<file path="src/rtl/instr_prefetch_pkg.sv">
// instr_prefetch_pkg
// Constants shared by the prefetch stage and the execute-stage decoder:
// default address/data widths and the position/value of the halt opcode.
package instr_prefetch_pkg;

  localparam int unsigned ADDR_W_DEF = 9;
  localparam int unsigned DATA_W_DEF = 32;

  // Opcode field of an instruction word
  localparam int unsigned OPC_MSB = 31;
  localparam int unsigned OPC_LSB = 26;
  localparam int unsigned OPC_W   = OPC_MSB - OPC_LSB + 1;

  // halt/dump: stops the fetch stream once it is enqueued
  localparam logic [OPC_W-1:0] OPC_HALT = OPC_W'(31);

  function automatic logic is_halt_opcode(input logic [OPC_W-1:0] opc);
    return opc == OPC_HALT;
  endfunction

endpackage

</file>
<file path="src/rtl/instr_prefetch_fifo.sv">
// prefetch_fifo
// Small circular buffer of {instruction, pc} entries for the prefetch stage.
// Ports:
//   clk, rst_n     clock, asynchronous active-low reset
//   i_push, i_din  write i_din at the tail (caller guarantees not full)
//   i_pop          remove the head (ignored when empty)
//   i_flush        discard all entries; wins over push/pop
//   o_valid        buffer is non-empty
//   o_head         head entry, read straight from storage registers
//   o_count        number of entries, 0..DEPTH
module prefetch_fifo #(
  parameter  int unsigned DEPTH = 4,
  parameter  int unsigned WIDTH = 41,
  localparam int unsigned CNT_W = $clog2(DEPTH + 1)
) (
  input  logic             clk,
  input  logic             rst_n,
  input  logic             i_push,
  input  logic [WIDTH-1:0] i_din,
  input  logic             i_pop,
  input  logic             i_flush,
  output logic             o_valid,
  output logic [WIDTH-1:0] o_head,
  output logic [CNT_W-1:0] o_count
);

  localparam int unsigned PTR_W = (DEPTH > 1) ? $clog2(DEPTH) : 1;

  logic [WIDTH-1:0] r_mem [DEPTH];
  logic [PTR_W-1:0] r_rd;
  logic [PTR_W-1:0] r_wr;
  logic [CNT_W-1:0] r_count;
  logic             w_pop;

  assign w_pop = i_pop && (r_count != '0);

  always_ff @(posedge clk or negedge rst_n) begin
    if (!rst_n) begin
      r_rd    <= '0;
      r_wr    <= '0;
      r_count <= '0;
      for (int unsigned i = 0; i < DEPTH; i++) r_mem[i] <= '0;
    end else if (i_flush) begin
      r_rd    <= '0;
      r_wr    <= '0;
      r_count <= '0;
    end else begin
      if (i_push) begin
        r_mem[r_wr] <= i_din;
        r_wr        <= r_wr + PTR_W'(1);
      end
      if (w_pop) r_rd <= r_rd + PTR_W'(1);
      r_count <= r_count + CNT_W'(i_push) - CNT_W'(w_pop);
    end
  end

  assign o_valid = (r_count != '0);
  assign o_head  = r_mem[r_rd];
  assign o_count = r_count;

endmodule

</file>
<file path="src/rtl/instr_prefetch.sv">
// instr_prefetch
// Instruction prefetch stage feeding the execute stage. Owns the fetch PC,
// issues sequential reads to a one-cycle-latency instruction memory, buffers
// returned words with their PCs and hands them over on a valid/ready link.
// Execute-stage redirects flush the buffer and restart fetch; an enqueued
// halt opcode stops fetching until the next redirect.
// Ports:
//   clk, rst_n                  clock, asynchronous active-low reset
//   mem_req, mem_addr           instruction memory read request/address
//   mem_rdata                   read data, one cycle after mem_req
//   redirect_valid, redirect_pc PC change from execute stage
//   out_valid, out_ready        handshake to execute stage
//   out_instr, out_pc           head instruction and its PC
//   halted                      fetch stopped by a halt opcode
module instr_prefetch
  import instr_prefetch_pkg::*;
#(
  parameter int unsigned ADDR_W = ADDR_W_DEF,
  parameter int unsigned DATA_W = DATA_W_DEF,
  parameter int unsigned DEPTH  = 4
) (
  input  logic              clk,
  input  logic              rst_n,
  output logic              mem_req,
  output logic [ADDR_W-1:0] mem_addr,
  input  logic [DATA_W-1:0] mem_rdata,
  input  logic              redirect_valid,
  input  logic [ADDR_W-1:0] redirect_pc,
  output logic              out_valid,
  input  logic              out_ready,
  output logic [DATA_W-1:0] out_instr,
  output logic [ADDR_W-1:0] out_pc,
  output logic              halted
);

  localparam int unsigned CNT_W = $clog2(DEPTH + 1);
  localparam int unsigned ENT_W = DATA_W + ADDR_W;

  logic [ADDR_W-1:0] r_fetch_pc;
  logic              r_inflight;
  logic [ADDR_W-1:0] r_inflight_pc;
  logic              r_halted;

  logic [CNT_W-1:0]  w_count;
  logic [CNT_W:0]    w_used;
  logic              w_fifo_valid;
  logic [ENT_W-1:0]  w_head;
  logic              w_req;
  logic              w_push;
  logic              w_pop;
  logic              w_halt_hit;

  // Credit counts the in-flight word against the buffer, using occupancy
  // before this cycle's pop; a full buffer therefore costs one bubble.
  assign w_used = {1'b0, w_count} + (CNT_W + 1)'(r_inflight);
  // rst_n gate keeps the request low while reset is held.
  assign w_req  = rst_n && !r_halted && !redirect_valid &&
                  (w_used < (CNT_W + 1)'(DEPTH));

  // A returning word is dropped when a redirect flushes in the same cycle,
  // or when it was issued in the cycle the halt word was enqueued.
  assign w_push     = r_inflight && !redirect_valid && !r_halted;
  assign w_pop      = w_fifo_valid && out_ready && !redirect_valid;
  assign w_halt_hit = w_push && is_halt_opcode(mem_rdata[OPC_MSB:OPC_LSB]);

  always_ff @(posedge clk or negedge rst_n) begin
    if (!rst_n) begin
      r_fetch_pc    <= '0;
      r_inflight    <= 1'b0;
      r_inflight_pc <= '0;
      r_halted      <= 1'b0;
    end else if (redirect_valid) begin
      r_fetch_pc <= redirect_pc;
      r_inflight <= 1'b0;
      r_halted   <= 1'b0;
    end else begin
      r_inflight <= w_req;
      if (w_req) begin
        r_inflight_pc <= r_fetch_pc;
        r_fetch_pc    <= r_fetch_pc + ADDR_W'(1);
      end
      if (w_halt_hit) r_halted <= 1'b1;
    end
  end

  prefetch_fifo #(
    .DEPTH (DEPTH),
    .WIDTH (ENT_W)
  ) u_fifo (
    .clk     (clk),
    .rst_n   (rst_n),
    .i_push  (w_push),
    .i_din   ({mem_rdata, r_inflight_pc}),
    .i_pop   (w_pop),
    .i_flush (redirect_valid),
    .o_valid (w_fifo_valid),
    .o_head  (w_head),
    .o_count (w_count)
  );

  assign mem_req   = w_req;
  assign mem_addr  = r_fetch_pc;
  assign out_valid = w_fifo_valid;
  assign out_instr = w_head[ENT_W-1:ADDR_W];
  assign out_pc    = w_head[ADDR_W-1:0];
  assign halted    = r_halted;

endmodule

</file>
<file path="config.mk">
export PLATFORM = sky130hd
export DESIGN_NAME = instr_prefetch
export DESIGN_NICKNAME = d
export VERILOG_FILES = /design/src/rtl/instr_prefetch_pkg.sv /design/src/rtl/instr_prefetch_fifo.sv /design/src/rtl/instr_prefetch.sv
export SDC_FILE = /design/constraint.sdc
export NUM_CORES = 1
export LEC_CHECK = 0
export BUFFER_PORTS_ARGS = -buffer_cell sky130_fd_sc_hd__buf_2
export CAP_MARGIN = 40
export CORE_MARGIN = 2
export CORE_UTILIZATION = 50
export CTS_BUF_LIST = sky130_fd_sc_hd__clkbuf_4
export DETAILED_ROUTE_END_ITERATION = 8
export GPL_ROUTABILITY_DRIVEN = 0
export PLACE_DENSITY = 0.7
export SETUP_SLACK_MARGIN = 0.4
export SLEW_MARGIN = 15
export SYNTH_ARGS = -nofsm -noshare
export SYNTH_HDL_FRONTEND = slang
export SYNTH_HIERARCHICAL = 1
export SYNTH_SLANG_ARGS = --single-unit
</file>
<file path="constraint.sdc">
create_clock -name clk -period 3.8 [get_ports clk]
set_input_delay 0 -clock clk [delete_from_list [all_inputs] [get_ports clk]]
set_output_delay 0 -clock clk [all_outputs]
set_load 0.05 [all_outputs]
</file>
==> impl_metrics.ini <==
[global_routing]
grt_overflow_total = 0
grt_max_degree = 70
grt_pass1_wl_um = 28900
track_usage_pct = 20.5
antenna_found_initial = 1
first_global_vias = 5419

[worst_hold_path]
hold_class = input port to register

[run]
maxCapViolations = 0

[layout]
nets = 742
fillers = 1351
final_core_util_pct = 59.8
drive_gt1_share_pct = 51.6
multi_input_area_mm2 = 0.00366
ff_latch_area_mm2 = 0.00478
area_delta_synth_final_pct = 17.8

[clock_network]
cts_buffers = 17
ctsResizeCount = 0
htreeDepth = 4
post_cts_buffers = 0
hold_buffers = 51
cts.clk_slew.worst_paths_ns = 0.15
cts.root.buffer_cell = clkbuf_4
cts_buffer_depth = 2
cts_tree = done
worstSkewPairLatency_ns = 0.58
cts_sinks = 191

[placement]
hpwl_um = 11100
port_buffers = 97

[worst_setup_path]
cp_top_family = buffers and inverters
worst_path_max_delay_cell = dlygate4sd3_1
path_buf_inv = 6
worst_path_most_repeated_cell = dlygate4sd3_1
crit_arrival_ns = 3.13
critPathRequiredTime_ns = 4.28
cp-end-kind = register
crit_path_start_kind = input port
max_stage_delay_ns = 0.57
timing.critical_path.fanout_max = 18
critPathKind = input port to register
crit_chain = dlygate4sd3_1 > dlygate4sd3_1 > clkbuf_8 > or4b_1 > or2_1 > buf_8 > clkinv_8 > xnor2_1 > o21ai_1 > dlygate4sd3_1

[routing]
totalWireLength_um = 17700
vias_per_cell = 5.53
wire_per_inst_um = 19.1
drc = 0
drt_iter0_markers = 295
ant_nets = 0
drt-pass1-iter-count = 4
via_count = 5134

[power]
vdd_drop_max_v = 0.000251
power.density_mw_per_mm2 = 496
p_leak_nw = 5.13

[synthesis]
synth_seq_cells = 191
synth_top_area_share_pct = 54.8
synth.distinct_cells = 46
synth_edf_count = 0
syn_inst = 539
async_reset_ff_share_pct = 100
synth_warnings = 6
synthesis.nets = 592
seq_area_frac_synth_pct = 54.8
synthTopCellsByArea = dfrtp_1 55%, mux2_2 16%, mux4_2 11%
netlist_area_mm2 = 0.00871
synth_flop_cell = dfrtp_1
avgSynthCellArea_um2 = 16.2
synth_top_area_cell = dfrtp_1

[floorplanning]
core_area_mm2 = 0.0172
start_util_pct = 50.7
die_area_mm2 = 0.0185
io_pins = 98
die_h_um = 136
die_w_um = 136
rows = 48

[sta]
finalSetupTns_ns = 0
hold_viol = 0
slew_headroom_pct = 44.9
fin_skew_ns = 0.0238
min_period_ns = 2.64
slew_violations = 0
post-route-period-util_pct = 69.5
setup_viol = 0
max_slew.worst_pin.slew_ns = 0.826
fmax_mhz = 378
rsz0062_at_grt = no

[status]
status = finished, final reports clean
-- cell type report --
class	instances	area share, %
sequential	191	46.6
multi-input combinational	308	35.6
timing repair buffer	163	11.8
tap	225	2.74
clock inverter	13	1.43
clock buffer	19	1.39
inverter	8	0.414
antenna	1	0.0244
-- power breakdown --
group | switching [mW] | total [mW] | internal (mW) | leakage [nW]
sequential | 0.178 | 2.47 | 2.29 | 2.54
combinational | 0.903 | 1.51 | 0.610 | 2.43
clock | 0.652 | 1.11 | 0.463 | 0.159
total | 1.73 | 5.10 | 3.36 | 5.13
-- through the flow --
| step | instances | setup WS [ns] | power (mW) | cell area [µm²] | hold WS, ns |
|---|---|---|---|---|---|
| 2_1_floorplan | 539 | 1.29 | 3.61 | 8710 | -0.296 |
| 3_3_place_gp | 839 | 1.51 | 3.91 | 9330 | -0.00293 |
| 3_5_place_dp | 841 | 1.43 | 3.97 | 9390 | 0.00507 |
| 4_1_cts | 924 | 0.945 | 5.14 | 10200 | 0.131 |
| 5_1_grt | 928 | 1.11 | 5.35 | 10300 | 0.137 |
| 6_report | 928 | 1.16 | 5.10 | 10300 | 0.184 |
-- sequential cells by signal, summed over array words and instances (netlist names) --
register        flops
u_fifo/r_mem      164
halted              1
r_inflight          1
u_fifo/r_rd         2
u_fifo/o_count      3
r_inflight_pc       9
u_fifo/r_wr         2
mem_addr            9
-- cell usage in the layout (no fill, tap or decap), types with 7 or more instances in the layout --
cell type and count:
buf_2 96, buf_4 10, clkbuf_4 19, dfrtp_1 189, dlygate4sd3_1 50, ha_1 7, inv_1 7, mux2_2 126
mux2_4 40, mux4_2 41, nand2_1 32, nor2_1 8
-- per-layer routing --
metal	part of all wire, %	GRT usage [%]	up-vias
met5	0	0	-
met3	3.3	3.95	15
met2	49	33.3	101
met1	46	28.1	2727
li1	-	-	2291
met4	1.2	6.60	0
-- cell usage after synthesis (2+ instances only) --
master and count:
a21o_1 4, a221o_1 4, a22oi_1 2, a41o_1 2, and3_1 3, buf_2 18
buf_6 12, dfrtp_1 191, ha_1 7, inv_1 7, mux2_2 126, mux2_4 40
mux4_2 41, nand2_1 32, nand3_1 3, nand3b_2 3, nor2_1 8, nor2b_1 4
nor3_1 2, nor3b_2 2, o21bai_1 2, xnor2_1 2
-- worst paths after layout --
| check | from | end | slack, ns | depth (start not counted) |
|---|---|---|---|---|
| worst max-delay path | rst_n | mem_addr[0] | 1.16 | 10 |
| worst min-delay path | redirect_pc[2] | mem_addr[2] | 0.18 | 3 |
| worst max register to register | halted | mem_addr[0] | 1.33 | 7 |
| worst min register to register | u_fifo/r_mem[70] | u_fifo/r_mem[70] | 0.52 | 1 |
| max in group asynchronous | rst_n | u_fifo/r_mem[1] | 2.17 | 6 |
| min in group asynchronous | rst_n | u_fifo/r_mem[154] | 0.55 | 4 |
-- kinds of logic after synthesis --
| family | share of synthesized area, % |
|---|---|
| muxes | 33.9 |
| and+or+nand+nor | 4.12 |
| DFF | 54.8 |
| xor gates and xnor gates | 0.459 |
| AOI/OAI and AO/OA | 2.25 |
| buffers and inverters | 3.20 |
| adders and majority gates | 1.23 |
-- worst reg2reg max path, cell delays in order (launching register included) --
cell and delay [ns]:
dfrtp_1 0.44, or4b_1 0.55, or2_1 0.31, buf_8 0.19
clkinv_8 0.10, xnor2_1 0.14, o21ai_1 0.08, dlygate4sd3_1 0.57
Power figures use the tool's default switching activity.
